## config.mk

```make
export PLATFORM = sky130hd
export DESIGN_NAME = mem_lsu
export DESIGN_NICKNAME = d
export VERILOG_FILES = /design/src/rtl/mem_lsu.sv
export SDC_FILE = /design/constraint.sdc
export NUM_CORES = 1
export LEC_CHECK = 0
export BUFFER_PORTS_ARGS = -buffer_cell sky130_fd_sc_hd__buf_2
export CAP_MARGIN = 20
export CORE_AREA = 2 2 151 153
export DETAILED_ROUTE_END_ITERATION = 6
export DIE_AREA = 0 0 153 155
export MAX_ROUTING_LAYER = met4
export PLACE_DENSITY = 0.56
export SLEW_MARGIN = 30
export SYNTH_ARGS = -nofsm -noshare
export SYNTH_HDL_FRONTEND = slang
export SYNTH_SLANG_ARGS = --single-unit
```

## constraint.sdc

```tcl
create_clock -name clk -period 2 [get_ports clk]
set_input_delay 0.4 -clock clk [delete_from_list [all_inputs] [get_ports clk]]
set_output_delay 0.4 -clock clk [all_outputs]
set_load 0.1 [all_outputs]
```

## src/rtl/mem_lsu.sv

```systemverilog
// Memory-access stage: issues loads/stores on a req/gnt/rvalid bus, aligns and extends load data,
// and registers the result toward writeback while holding the pipe for the duration of a transfer.
module mem_lsu #(
  parameter int AW = 32,
  parameter int DW = 32
) (
  input  logic          clk,
  input  logic          rstn,
  input  logic          valid_i,
  input  logic          flush_i,
  input  logic [31:0]   inst_i,
  input  logic [31:0]   instaddr_i,
  input  logic          cs_i,
  input  logic          mem_we_i,
  input  logic [3:0]    mem_wem_i,
  input  logic [DW-1:0] mem_din_i,
  input  logic [AW-1:0] mem_addr_i,
  input  logic          regs_wen_i,
  input  logic [4:0]    rd_addr_i,
  input  logic [DW-1:0] rd_data_i,
  output logic          dbus_req_o,
  output logic          dbus_we_o,
  output logic [3:0]    dbus_be_o,
  output logic [AW-1:0] dbus_addr_o,
  output logic [DW-1:0] dbus_wdata_o,
  input  logic          dbus_gnt_i,
  input  logic          dbus_rvalid_i,
  input  logic [DW-1:0] dbus_rdata_i,
  input  logic          dbus_err_i,
  output logic          stall_o,
  output logic          valid_o,
  output logic [31:0]   inst_o,
  output logic [31:0]   instaddr_o,
  output logic          regs_wen_o,
  output logic [4:0]    rd_addr_o,
  output logic [DW-1:0] rd_data_o,
  output logic          misalign_o,
  output logic          buserr_o
);

  typedef enum logic [1:0] {IDLE = 2'd0, REQ = 2'd1, WAIT = 2'd2} state_t;

  state_t          state_r, state_s;
  logic            we_r, flush_r, flush_s;
  logic [3:0]      be_r;
  logic [AW-3:0]   addr_r;
  logic [DW-1:0]   wdata_r;
  logic [2:0]      f3_r;
  logic [1:0]      off_r;
  logic [2:0]      f3_s;
  logic            misalign_s, issue_s;
  logic            valid_s, regs_wen_s, mis_pulse_s, buserr_s, kill_s;
  logic [DW-1:0]   rd_data_s;

  // Select the addressed byte/half of the bus word and sign- or zero-extend it by funct3.
  function automatic logic [DW-1:0] load_align(input logic [2:0] f3, input logic [1:0] off,
                                               input logic [DW-1:0] rdata);
    logic [7:0]  b;
    logic [15:0] h;
    case (off)
      2'd0:    b = rdata[7:0];
      2'd1:    b = rdata[15:8];
      2'd2:    b = rdata[23:16];
      2'd3:    b = rdata[31:24];
      default: b = rdata[7:0];
    endcase
    h = off[1] ? rdata[31:16] : rdata[15:0];
    case (f3)
      3'b000:  load_align = {{24{b[7]}}, b};
      3'b001:  load_align = {{16{h[15]}}, h};
      3'b010:  load_align = rdata;
      3'b100:  load_align = {24'h000000, b};
      3'b101:  load_align = {16'h0000, h};
      default: load_align = rdata;
    endcase
  endfunction

  assign f3_s       = inst_i[14:12];
  assign misalign_s = ((f3_s[1:0] == 2'b01) & mem_addr_i[0]) |
                      ((f3_s[1:0] == 2'b10) & (mem_addr_i[1:0] != 2'b00));
  assign issue_s    = (state_r == IDLE) & valid_i & cs_i & ~flush_i & ~misalign_s;
  assign stall_o    = issue_s | (state_r == REQ) | ((state_r == WAIT) & ~dbus_rvalid_i);
  // A flush seen mid-transfer must survive until the response arrives.
  assign flush_s    = (state_s != IDLE) & (flush_r | flush_i);
  assign kill_s     = flush_r | flush_i;

  assign dbus_req_o   = (state_r == REQ);
  assign dbus_we_o    = we_r;
  assign dbus_be_o    = be_r;
  assign dbus_addr_o  = {addr_r, 2'b00};
  assign dbus_wdata_o = wdata_r;

  // Next-state decode for the bus handshake.
  always_comb begin
    state_s = state_r;
    case (state_r)
      IDLE:    if (issue_s) state_s = REQ; else state_s = IDLE;
      REQ:     if (dbus_gnt_i) state_s = WAIT; else state_s = REQ;
      WAIT:    if (dbus_rvalid_i) state_s = IDLE; else state_s = WAIT;
      default: state_s = IDLE;
    endcase
  end

  // Next values of the writeback-facing result registers.
  always_comb begin
    valid_s     = 1'b0;
    regs_wen_s  = 1'b0;
    mis_pulse_s = 1'b0;
    buserr_s    = 1'b0;
    rd_data_s   = rd_data_i;
    case (state_r)
      IDLE: begin
        if (issue_s) begin
          valid_s = 1'b0;
        end else if (valid_i & cs_i & ~flush_i) begin
          valid_s     = 1'b1;
          mis_pulse_s = 1'b1;
        end else begin
          valid_s    = valid_i & ~flush_i;
          regs_wen_s = valid_i & ~flush_i & regs_wen_i;
        end
      end
      WAIT: begin
        if (dbus_rvalid_i) begin
          valid_s    = ~kill_s;
          regs_wen_s = ~kill_s & ~dbus_err_i & regs_wen_i;
          buserr_s   = ~kill_s & dbus_err_i;
          rd_data_s  = we_r ? rd_data_i : load_align(f3_r, off_r, dbus_rdata_i);
        end else begin
          valid_s = 1'b0;
        end
      end
      default: valid_s = 1'b0;
    endcase
  end

  // State, captured request fields and registered stage outputs.
  always_ff @(posedge clk or negedge rstn) begin
    if (!rstn) begin
      state_r    <= IDLE;
      we_r       <= 1'b0;
      flush_r    <= 1'b0;
      be_r       <= 4'h0;
      addr_r     <= {(AW-2){1'b0}};
      wdata_r    <= {DW{1'b0}};
      f3_r       <= 3'b000;
      off_r      <= 2'b00;
      valid_o    <= 1'b0;
      inst_o     <= 32'h0000_0000;
      instaddr_o <= 32'h0000_0000;
      regs_wen_o <= 1'b0;
      rd_addr_o  <= 5'd0;
      rd_data_o  <= {DW{1'b0}};
      misalign_o <= 1'b0;
      buserr_o   <= 1'b0;
    end else begin
      state_r <= state_s;
      flush_r <= flush_s;
      if (issue_s) begin
        we_r    <= mem_we_i;
        be_r    <= mem_wem_i;
        addr_r  <= mem_addr_i[AW-1:2];
        wdata_r <= mem_din_i;
        f3_r    <= f3_s;
        off_r   <= mem_addr_i[1:0];
      end
      valid_o    <= valid_s;
      inst_o     <= inst_i;
      instaddr_o <= instaddr_i;
      regs_wen_o <= regs_wen_s;
      rd_addr_o  <= rd_addr_i;
      rd_data_o  <= rd_data_s;
      misalign_o <= mis_pulse_s;
      buserr_o   <= buserr_s;
    end
  end

endmodule

```

## After elaboration in Yosys (flattened, before gate mapping)

Index checks and enable logic that the tools add are counted.
Widths: inputs -> output; s select.

| word-level totals | value |
|---|---|
| register bits | 180 |
| bits in latches | 0 |
| RAM bits | 0 |
| memory bits (read-only) | 0 |
| input port bits | 211 |
| output and inout port bits | 176 |
| word-level logic and storage cells | 78 |
| memories kept | 0 |

| cells by class | value |
|---|---|
| add/sub/neg operators | 0 |
| multipliers | 0 |
| div/mod/pow operators | 0 |
| magnitude comparators | 0 |
| equality and inequality tests | 10 |
| shifts and indexed selects | 0 |
| mux-type cells | 23 |
| bitwise operators | 24 |
| reduce and logical (&&, ||, !) cells | 5 |

Operators with widths:

| cell | number |
|---|---|
| $pmux 32 s4 | 1 |
| $mux 32 | 3 |
| $pmux 8 s4 | 1 |
| $mux 16 | 1 |
| $and 1x1->1 | 15 |
| $mux 1 | 12 |
| $eq 2x2->1 const B | 4 |
| $eq 2x1->1 const B | 3 |
| $eq 3x3->1 const B | 2 |
| $pmux 2 s3 | 1 |
| $not 1->1 | 5 |
| $logic_not 2->1 | 2 |
| $mux 2 | 2 |
| $or 1x1->1 | 4 |
| $pmux 1 s2 | 2 |
| $reduce_bool 2->1 | 2 |
| $eq 3x1->1 const B | 1 |
| $logic_not 3->1 | 1 |

## Logic depth before layout (Yosys ltp)

Gate-level depths: netlist (run 1).

| depth | value |
|---|---|
| depth in word-level cells | 9 |
| gate-level depth with buffers | 6 |
| mapped depth without buffers | 4 |

## Least setup slack after synthesis (run 1)

Ideal clock, no wire load.

| timing path | value |
|---|---|
| path type | reg2out |
| start point | reg state_r[0] |
| end point | out stall_o |
| data arrival time | 2.723 ns |
| data required time | 1.600 ns |
| slack | -1.123 ns |
| cell stages (with the launch flop) | 4 |
| buffers on the path | 0 |
| path through | dfrtp_1 -> nor2b_1 -> nor2_1 -> nand2_1 |

| between the ends | value |
|---|---|
| elaborated cells between the ends (all ways) | 10 |
| those cells by class | eq/ne: 2; bitwise: 7; reduce/logical: 1 |

RTL lines:

| what | RTL line | source |
|---|---|---|
| start, declared | 43 | `state_t state_r, state_s;` |
| start signal, assigned | 157 | `state_r <= state_s;` |
| $eq 2x1->1 | -- |  |
| net dbus_req_o | 21 | `output logic dbus_req_o,` |
| $or 1x1->1 (2 in a row) | 82 | `assign stall_o = issue_s \| (state_r == REQ) \| ((state_r == WAIT) & ~dbus_rvalid_i);` |
| end, declared | 30 | `output logic stall_o,` |

The timed path passes the listed nets, and every way through them passes these cells.

## Worst setup path after layout (run 1)

| timing path | value |
|---|---|
| start point | reg state_r[1] |
| end point | out stall_o |

| between the ends | value |
|---|---|
| longest elaborated chain between the ends | 7 |
| elaborated cells between the ends (all ways) | 10 |
| those cells by class | eq/ne: 2; bitwise: 7; reduce/logical: 1 |

RTL lines:

| what | RTL line | source |
|---|---|---|
| $logic_not 2->1 | 81 | `assign issue_s = (state_r == IDLE) & valid_i & cs_i & ~flush_i & ~misalign_s;` |
| $and 1x1->1 (4 in a row) | 81 |  |
| $or 1x1->1 | 82 |  |
| $or 1x1->1 (*) | 82 |  |

Mark *: on every way between the ends. The rest lies on a longest branch, timed or not.

==> impl_metrics.prom, run 1 <==
# TYPE chip_impl_metric gauge
chip_impl_info{name="run_status",value="complete, no violations"} 1
chip_impl_info{name="critPathSlowestCell",value="sky130_fd_sc_hd__dfrtp_1"} 1
chip_impl_metric{name="synth_seq_cells",unit=""} 180
chip_impl_metric{name="maxCapViolations",unit=""} 0
chip_impl_metric{name="synth-warning-count",unit=""} 0
chip_impl_metric{name="post_synth_edffs",unit=""} 0
chip_impl_metric{name="ys_types",unit=""} 34
chip_impl_metric{name="antenna_violation_net_count_after_detailed_routing",unit=""} 0
chip_impl_metric{name="top_level_ports",unit=""} 387
chip_impl_info{name="synth_top_flop_cell",value="sky130_fd_sc_hd__dfrtp_1"} 1
chip_impl_metric{name="synth.top_cell.area_share",unit="%"} 67.49
chip_impl_metric{name="dr.pass1.iters",unit=""} 4
chip_impl_info{name="rsz0062_at_grt",value="yes"} 1
chip_impl_metric{name="finalHoldViolCount",unit=""} 0
chip_impl_metric{name="power_density",unit="nW/um2"} 1476
chip_impl_metric{name="grt_pass1_wl",unit="um"} 30440
chip_impl_info{name="r2r-end",value="dbus_be_o[0]"} 1
chip_impl_metric{name="cts_buffers",unit=""} 17
chip_impl_metric{name="internal_reg_to_reg_setup_slack",unit="ns"} 0.26
chip_impl_metric{name="slew_violations",unit=""} 0
chip_impl_metric{name="layout.nets",unit=""} 1073
chip_impl_metric{name="synth_seq_area_share",unit="%"} 67.49
chip_impl_metric{name="fp.dieArea",unit="um2"} 23720
chip_impl_metric{name="clk_latency",unit="ns"} 0.43
chip_impl_metric{name="global_route.overflow_total",unit=""} 0
chip_impl_metric{name="core_area",unit="um2"} 22230
chip_impl_metric{name="vias",unit=""} 5132
chip_impl_metric{name="grt_max_degree",unit=""} 49
chip_impl_metric{name="slowest_delay",unit="ns"} 0.41
chip_impl_metric{name="cts.path.max_buffers",unit=""} 2
chip_impl_metric{name="starting_density",unit="%"} 30.03
chip_impl_info{name="synth.largest_area_cell",value="sky130_fd_sc_hd__dfrtp_1"} 1
chip_impl_info{name="synth.area.top_cells",value="sky130_fd_sc_hd__dfrtp_1 67%, sky130_fd_sc_hd__mux2_4 9.0%, sky130_fd_sc_hd__mux2_2 5.7%"} 1
chip_impl_metric{name="clock_pin_slew_worst_setup_and_hold_paths",unit="ns"} 0.08
chip_impl_metric{name="drive_gt1_share",unit="%"} 60.00
chip_impl_info{name="root_buffer_selected_by_cts",value="sky130_fd_sc_hd__clkbuf_16"} 1
chip_impl_metric{name="fin_worst_skew",unit="ns"} 0.01724
chip_impl_metric{name="power.leakage",unit="uW"} 0.005089
chip_impl_metric{name="timing.slew.headroom",unit="%"} 55.44
chip_impl_metric{name="post_synth_inst_count",unit=""} 458
chip_impl_info{name="synth_common_cells",value="180 x sky130_fd_sc_hd__dfrtp_1, 53 x sky130_fd_sc_hd__a21oi_1, 40 x sky130_fd_sc_hd__mux2_4"} 1
chip_impl_metric{name="tightestPinTransition",unit="ns"} 0.6684
chip_impl_metric{name="cp_max_fo",unit=""} 6
chip_impl_metric{name="min_period_over_period",unit="%"} 97.94
chip_impl_metric{name="io_buffers",unit=""} 384
chip_impl_metric{name="routed_wl",unit="um"} 20090
chip_impl_metric{name="chipWidth",unit="um"} 153
chip_impl_info{name="r2r-start",value="state_r[1]"} 1
chip_impl_info{name="timing.hold.worst.class",value="in2reg"} 1
chip_impl_metric{name="fmax",unit="MHz"} 510.5
chip_impl_metric{name="core.rowCount",unit=""} 55
chip_impl_metric{name="dr.first_iter.drc_count",unit=""} 183
chip_impl_metric{name="hold_depth",unit=""} 1
chip_impl_metric{name="routed_wire_length_per_instance",unit="um"} 17.27
chip_impl_info{name="crit_path_start_kind",value="register"} 1
chip_impl_metric{name="hpwl",unit="um"} 15520
chip_impl_metric{name="period_needed",unit="ns"} 1.959
chip_impl_metric{name="syn_avg_cell_area",unit="um2"} 14.57
chip_impl_metric{name="data_arrival_time_at_the_worst_slack_endpoint",unit="ns"} 1.56
chip_impl_metric{name="placed_cell_area",unit="um2"} 9129
chip_impl_metric{name="grt_use_total",unit="%"} 17.14
chip_impl_metric{name="layout.cell_area.non_filler",unit="um2"} 9781
chip_impl_metric{name="dieHeight",unit="um"} 155
chip_impl_metric{name="drcViolationCount",unit=""} 0
chip_impl_metric{name="setup-violations-final",unit=""} 0
chip_impl_metric{name="gp_congestion",unit=""} 0.8179
chip_impl_info{name="worstPathCellList",value="buf_4, nor3b_4, nor2_2, nand2_4, buf_12"} 1
chip_impl_metric{name="required",unit="ns"} 1.60
chip_impl_metric{name="worst_r2r_path_depth",unit=""} 5
chip_impl_metric{name="synth.cell_area",unit="um2"} 6674
chip_impl_info{name="worst_hold_launch",value="inst_i[17]"} 1
chip_impl_metric{name="fillerInstances",unit=""} 2127
chip_impl_metric{name="ir_worst_vdd",unit="mV"} 0.6266
chip_impl_metric{name="tritoncts_num_sinks",unit=""} 180
chip_impl_metric{name="grt_pass1_vias",unit=""} 5241
chip_impl_metric{name="number_of_antenna_violations_at_the_first_check_in_global_routing",unit=""} 3
chip_impl_metric{name="final.setup.worst_slack",unit="ns"} 0.04124
chip_impl_info{name="min_delay_worst_endpoint",value="inst_o[17]"} 1
chip_impl_info{name="cts_tree",value="done"} 1
chip_impl_info{name="setup.worst_path.class",value="reg2out"} 1
chip_impl_info{name="post-synth-top-count-cell",value="sky130_fd_sc_hd__dfrtp_1"} 1
chip_impl_metric{name="dp_worst_setup_slack",unit="ns"} 0.02249
chip_impl_metric{name="viasPerCell",unit=""} 4.413
chip_impl_info{name="endpoint_kind",value="primary output"} 1
chip_impl_metric{name="ys_async_sr_fraction",unit="%"} 100.0
chip_impl_metric{name="h_tree_depth",unit=""} 4
chip_impl_metric{name="area_growth_syn_to_layout",unit="%"} 46.55
==> critical path: cells and delay by family (launching register included) <==
family                 cells  cell delay, ns
buffers and inverters      2            0.33
flip-flops                 1            0.41
AND/OR/NAND/NOR            3            0.39
==> report_power, final <==
group	leakage [uW]	total [uW]	internal (uW)	switching (uW)
sequential	0.00213	4560	4230	329
combinational	0.00268	6560	1340	5230
clock	0.000283	3320	1680	1640
total	0.00509	14400	7250	7190
==> layout make-up <==
class                      instances  area, um2  area share [%]
sequential                       180       4506           46.07
timing repair buffer             411       2257           23.08
multi-input combinational        248       2051           20.97
clock buffer                      18      429.2           4.388
tap                              285      356.6           3.646
clock inverter                    14      158.9           1.625
inverter                           4      15.01          0.1535
antenna                            3      7.507         0.07676
==> worst max-delay path by stage <==
| stage | startpoint | end | slack (ns) | cells past startpoint |
|---|---|---|---|---|
| floorplan | state_r[1] | stall_o | 0.01 | 5 |
| global placement | flush_i | stall_o | 0.03 | 5 |
| detailed placement | flush_i | stall_o | 0.02 | 5 |
| CTS | state_r[1] | stall_o | 0.004 | 4 |
| global route | state_r[1] | stall_o | -0.02 | 4 |
| finish | state_r[1] | stall_o | 0.04 | 5 |
==> timing repair <==
action                                  in CTS  in global routing
endpoints found under the setup margin       2                  2
hold buffers                                 1                  0
cloned                                       0                  0
setup buffers                                1                  0
hold endpoints to repair                    42                  0
gates resized for setup                      7                  2
pin swaps                                    2                  3
==> flip-flops by register name (all words and copies together), names as in the netlist <==
register,count
dbus_wdata_o,32
inst_o,32
instaddr_o,32
rd_data_o,32
addr_r,30
rd_addr_o,5
dbus_be_o,4
f3_r,3
off_r,2
state_r,2
buserr_o,1
dbus_we_o,1
flush_r,1
misalign_o,1
regs_wen_o,1
valid_o,1
==> stage by stage <==
stage	util, %	hold slack, ns	setup TNS (ns)	cells	power [uW]
finish	44.00	0.07337	0	1163	14440
global route	44.00	0.04084	-0.01886	1163	14990
CTS	43.93	0.04988	0	1160	14590
detailed placement	41.07	0.3762	0	1126	11210
global placement	41.07	0.3764	0	1126	11170
floorplan	-	0.1044	0	459	9843
==> per-layer routing <==
metal	GRT usage, %	share of wire (%)	wire length, um
met2	28.59	52	10450
met3	3.760	5.6	1124
met4	6.305	1.6	324
met1	20.55	41	8193
met5	-	0	0
==> placed cells by master, fill, tap and decap left out, types with 3 or more instances in the layout <==
cell type / instances
sky130_fd_sc_hd__buf_2: 381
sky130_fd_sc_hd__dfrtp_1: 179
sky130_fd_sc_hd__a21oi_1: 52
sky130_fd_sc_hd__mux2_4: 40
sky130_fd_sc_hd__mux2_2: 34
sky130_fd_sc_hd__nor2_1: 23
sky130_fd_sc_hd__o21ai_0: 22
sky130_fd_sc_hd__buf_4: 18
sky130_fd_sc_hd__clkbuf_16: 17
sky130_fd_sc_hd__nand2_1: 11
sky130_fd_sc_hd__nand2b_1: 9
sky130_fd_sc_hd__nand3b_1: 9
sky130_fd_sc_hd__buf_12: 9
sky130_fd_sc_hd__mux2i_1: 8
sky130_fd_sc_hd__nor2b_1: 7
sky130_fd_sc_hd__mux2_1: 7
sky130_fd_sc_hd__inv_1: 4
sky130_fd_sc_hd__clkinv_8: 4
sky130_fd_sc_hd__diode_2: 3
sky130_fd_sc_hd__inv_8: 3
sky130_fd_sc_hd__inv_6: 3
sky130_fd_sc_hd__clkinv_4: 3
==> kinds of logic after synthesis <==
logic type	after synthesis	synth area share, %
other	1	0.05619
muxes	89	17.12
and+or+nand+nor	71	5.812
buffers and inverters	31	2.643
AOI/OAI and AO/OA	86	6.880
DFF	180	67.49
Note: power is estimated with default switching activity, not from simulation.
==> run 2: changes to the inputs <==
--- a/config.mk
+++ b/config.mk
@@ -7,11 +7,12 @@
 export LEC_CHECK = 0
 export BUFFER_PORTS_ARGS = -buffer_cell sky130_fd_sc_hd__buf_2
 export CAP_MARGIN = 20
-export CORE_AREA = 2 2 151 153
+export CORE_AREA = 2 2 149 151
+export CTS_BUF_LIST = sky130_fd_sc_hd__clkbuf_2 sky130_fd_sc_hd__clkbuf_4 sky130_fd_sc_hd__clkbuf_8
 export DETAILED_ROUTE_END_ITERATION = 6
-export DIE_AREA = 0 0 153 155
+export DIE_AREA = 0 0 151 153
 export MAX_ROUTING_LAYER = met4
-export PLACE_DENSITY = 0.56
+export PLACE_DENSITY = 0.57
 export SLEW_MARGIN = 30
 export SYNTH_ARGS = -nofsm -noshare
 export SYNTH_HDL_FRONTEND = slang
==> run 2 against run 1 <==
Via count is 2.8% higher. First-iteration DRC count is 8.7% lower. Combinational power is 1% higher. Hold slack worse by 0.018 ns. Global-route usage is 1.1 points higher. Die area is 2.6% lower. Wire length is 4.1% higher. Cell area is 1.7% higher.
==> impl_metrics.prom, run 2 (synthesized netlist as in run 1, its figures left out) <==
# TYPE chip_impl_metric gauge
chip_impl_metric{name="dr.first_iter.drc_count",unit=""} 167
chip_impl_metric{name="power.leakage",unit="uW"} 0.005160
chip_impl_metric{name="ir_worst_vdd",unit="mV"} 0.8787
chip_impl_metric{name="vias",unit=""} 5276
chip_impl_metric{name="h_tree_depth",unit=""} 4
chip_impl_metric{name="power_report.internal_total",unit="uW"} 6647
chip_impl_info{name="endpoint_kind",value="primary output"} 1
chip_impl_metric{name="data_arrival_time_at_the_worst_slack_endpoint",unit="ns"} 1.58
chip_impl_metric{name="required",unit="ns"} 1.60
chip_impl_metric{name="tightestPinTransition",unit="ns"} 0.7428
chip_impl_metric{name="dpl.cell_count",unit=""} 1120
chip_impl_metric{name="slowest_delay",unit="ns"} 0.45
chip_impl_info{name="critPathSlowestCell",value="sky130_fd_sc_hd__dfrtp_2"} 1
chip_impl_metric{name="worst_r2r_path_depth",unit=""} 6
chip_impl_metric{name="gp_congestion",unit=""} 0.7966
chip_impl_metric{name="global_route.overflow_total",unit=""} 0
chip_impl_metric{name="chipWidth",unit="um"} 151
chip_impl_metric{name="power_density",unit="nW/um2"} 1377
chip_impl_info{name="crit_path_start_kind",value="register"} 1
chip_impl_metric{name="layout.nets",unit=""} 1113
chip_impl_info{name="setup.worst_path.class",value="reg2out"} 1
chip_impl_metric{name="dieHeight",unit="um"} 153
chip_impl_metric{name="area_growth_syn_to_layout",unit="%"} 49.04
chip_impl_metric{name="met3_usage",unit="%"} 4.418
chip_impl_metric{name="fmax",unit="MHz"} 504.2
chip_impl_metric{name="post-route-util",unit="%"} 46.30
chip_impl_metric{name="report.power.total",unit="uW"} 13690
chip_impl_metric{name="net-switching-power",unit="uW"} 7047
chip_impl_metric{name="core_area",unit="um2"} 21490
chip_impl_metric{name="final.setup.worst_slack",unit="ns"} 0.01648
chip_impl_metric{name="grt_pass1_vias",unit=""} 5406
chip_impl_info{name="rsz0062_at_grt",value="yes"} 1
chip_impl_info{name="cts_tree",value="done"} 1
chip_impl_metric{name="cts_buffers",unit=""} 17
chip_impl_info{name="worstPathCellList",value="buf_6, nor3b_4, nor2_4, nand2_4, buf_12"} 1
chip_impl_metric{name="clk_latency",unit="ns"} 0.45
chip_impl_metric{name="drive_gt1_share",unit="%"} 57.77
chip_impl_metric{name="grt_max_degree",unit=""} 56
chip_impl_metric{name="slew_violations",unit=""} 0
chip_impl_metric{name="globalRouteMet2Util",unit="%"} 29.52
chip_impl_metric{name="viasPerCell",unit=""} 4.415
chip_impl_metric{name="power.share.switching",unit="%"} 51.46
chip_impl_metric{name="finalHoldViolCount",unit=""} 0
chip_impl_metric{name="fin_worst_skew",unit="ns"} 0.01701
chip_impl_info{name="timing.hold.worst.class",value="in2reg"} 1
chip_impl_metric{name="fp.dieArea",unit="um2"} 23100
chip_impl_metric{name="core.rowCount",unit=""} 54
chip_impl_metric{name="hpwl",unit="um"} 16040
chip_impl_info{name="most-common-layout-cells",value="381 x sky130_fd_sc_hd__buf_2, 179 x sky130_fd_sc_hd__dfrtp_1, 53 x sky130_fd_sc_hd__a21oi_1"} 1
chip_impl_info{name="global_routing_s_busiest_layer",value="met2"} 1
chip_impl_metric{name="fillerInstances",unit=""} 2033
chip_impl_metric{name="grt_pass1_wl",unit="um"} 30850
chip_impl_metric{name="period_needed",unit="ns"} 1.984
chip_impl_metric{name="groute.layer.met1.usage",unit="%"} 22.58
chip_impl_info{name="run_status",value="complete, no violations"} 1
chip_impl_metric{name="seq_area",unit="um2"} 4506
chip_impl_metric{name="timing.slew.headroom",unit="%"} 50.48
chip_impl_metric{name="tritoncts_num_sinks",unit=""} 180
chip_impl_metric{name="hold_depth",unit=""} 1
chip_impl_metric{name="seqPwrFrac",unit="%"} 33.3
chip_impl_metric{name="drcViolationCount",unit=""} 0
chip_impl_info{name="root_buffer_selected_by_cts",value="sky130_fd_sc_hd__clkbuf_8"} 1
chip_impl_metric{name="routed_wl",unit="um"} 20900
chip_impl_metric{name="multi_input_comb_area",unit="um2"} 2046
chip_impl_metric{name="number_of_antenna_violations_at_the_first_check_in_global_routing",unit=""} 1
chip_impl_metric{name="min_period_over_period",unit="%"} 99.18
chip_impl_metric{name="final_cells",unit=""} 1195
chip_impl_metric{name="clock_pin_slew_worst_setup_and_hold_paths",unit="ns"} 0.10
chip_impl_metric{name="clkPwrFrac",unit="%"} 18.2
chip_impl_metric{name="p_comb_share",unit="%"} 48.5
chip_impl_metric{name="antenna_violation_net_count_after_detailed_routing",unit=""} 0
chip_impl_metric{name="dp_worst_setup_slack",unit="ns"} 0.03961
chip_impl_metric{name="top_level_ports",unit=""} 387
chip_impl_metric{name="io_buffers",unit=""} 384
chip_impl_info{name="layout_commonest_cell",value="sky130_fd_sc_hd__buf_2"} 1
chip_impl_metric{name="starting_density",unit="%"} 31.06
chip_impl_metric{name="whs",unit="ns"} 0.05502
chip_impl_metric{name="setup-violations-final",unit=""} 0
chip_impl_metric{name="cts.path.max_buffers",unit=""} 2
chip_impl_metric{name="cp_max_fo",unit=""} 4
chip_impl_metric{name="grt_use_total",unit="%"} 18.20
chip_impl_metric{name="routed_wire_length_per_instance",unit="um"} 17.49
chip_impl_metric{name="dr.pass1.iters",unit=""} 4
chip_impl_metric{name="maxCapViolations",unit=""} 0
[run 2: power by group through the flow]
stage / logic, uW / registers (uW) / clock network [uW]
after floorplan: 1140 / 8710 / 0
final: 6640 / 4560 / 2500
after CTS: 6630 / 4560 / 2590
after detailed placement: 6590 / 4630 / 0
after global placement: 6550 / 4620 / 0
after global routing: 6870 / 4640 / 2740
[run 2: worst max-delay path, delay by kind of cell, from the launching register on]
kind	cells	cell delay, ns
buf+inv	2	0.30
simple gates	3	0.38
flops	1	0.45
[run 2: worst paths after layout]
kind                         startpoint        endpoint  slack [ns]
setup / recovery             state_r[0]         stall_o        0.02
hold / removal             rd_addr_i[1]    rd_addr_o[1]        0.06
setup reg to reg             state_r[0]      addr_r[18]        0.25
hold reg to reg              addr_r[26]      addr_r[26]        0.50
max in group asynchronous          rstn      inst_o[16]        0.91
min in group asynchronous          rstn  instaddr_o[10]        0.48
[run 2: what timing repair did]
action	in CTS	in global routing
setup endpoints to repair	2	2
setup buffers	5	1
pin swaps	3	1
gates resized for setup	6	3
hold buffers	8	29
hold endpoints to repair	56	29
[run 2: final cells by class]
| class | instances | share of cell area [%] |
|---|---|---|
| well taps | 280 | 3.522 |
| inverters | 4 | 0.1509 |
| clock buffers | 17 | 2.352 |
| clock inverters | 14 | 1.597 |
| multi-input cells | 248 | 20.57 |
| flip-flops and latches | 180 | 45.30 |
| diodes | 1 | 0.02516 |
| repair buffers | 451 | 26.49 |
[run 2: layer usage]
layer  share of wire (%)  up-vias
met5                   0        -
met2                  50      229
met4                 1.5        0
li1                    -     2465
met1                  42     2562
met3                 7.3       20
[run 2: stage by stage]
step / TNS (ns) / instance area [um2]
after CTS: -0.02961 / 9635
after floorplan: 0 / 6688
after global routing: -0.08506 / 9947
final: 0 / 9947
after global placement: 0 / 9102
after detailed placement: 0 / 9102
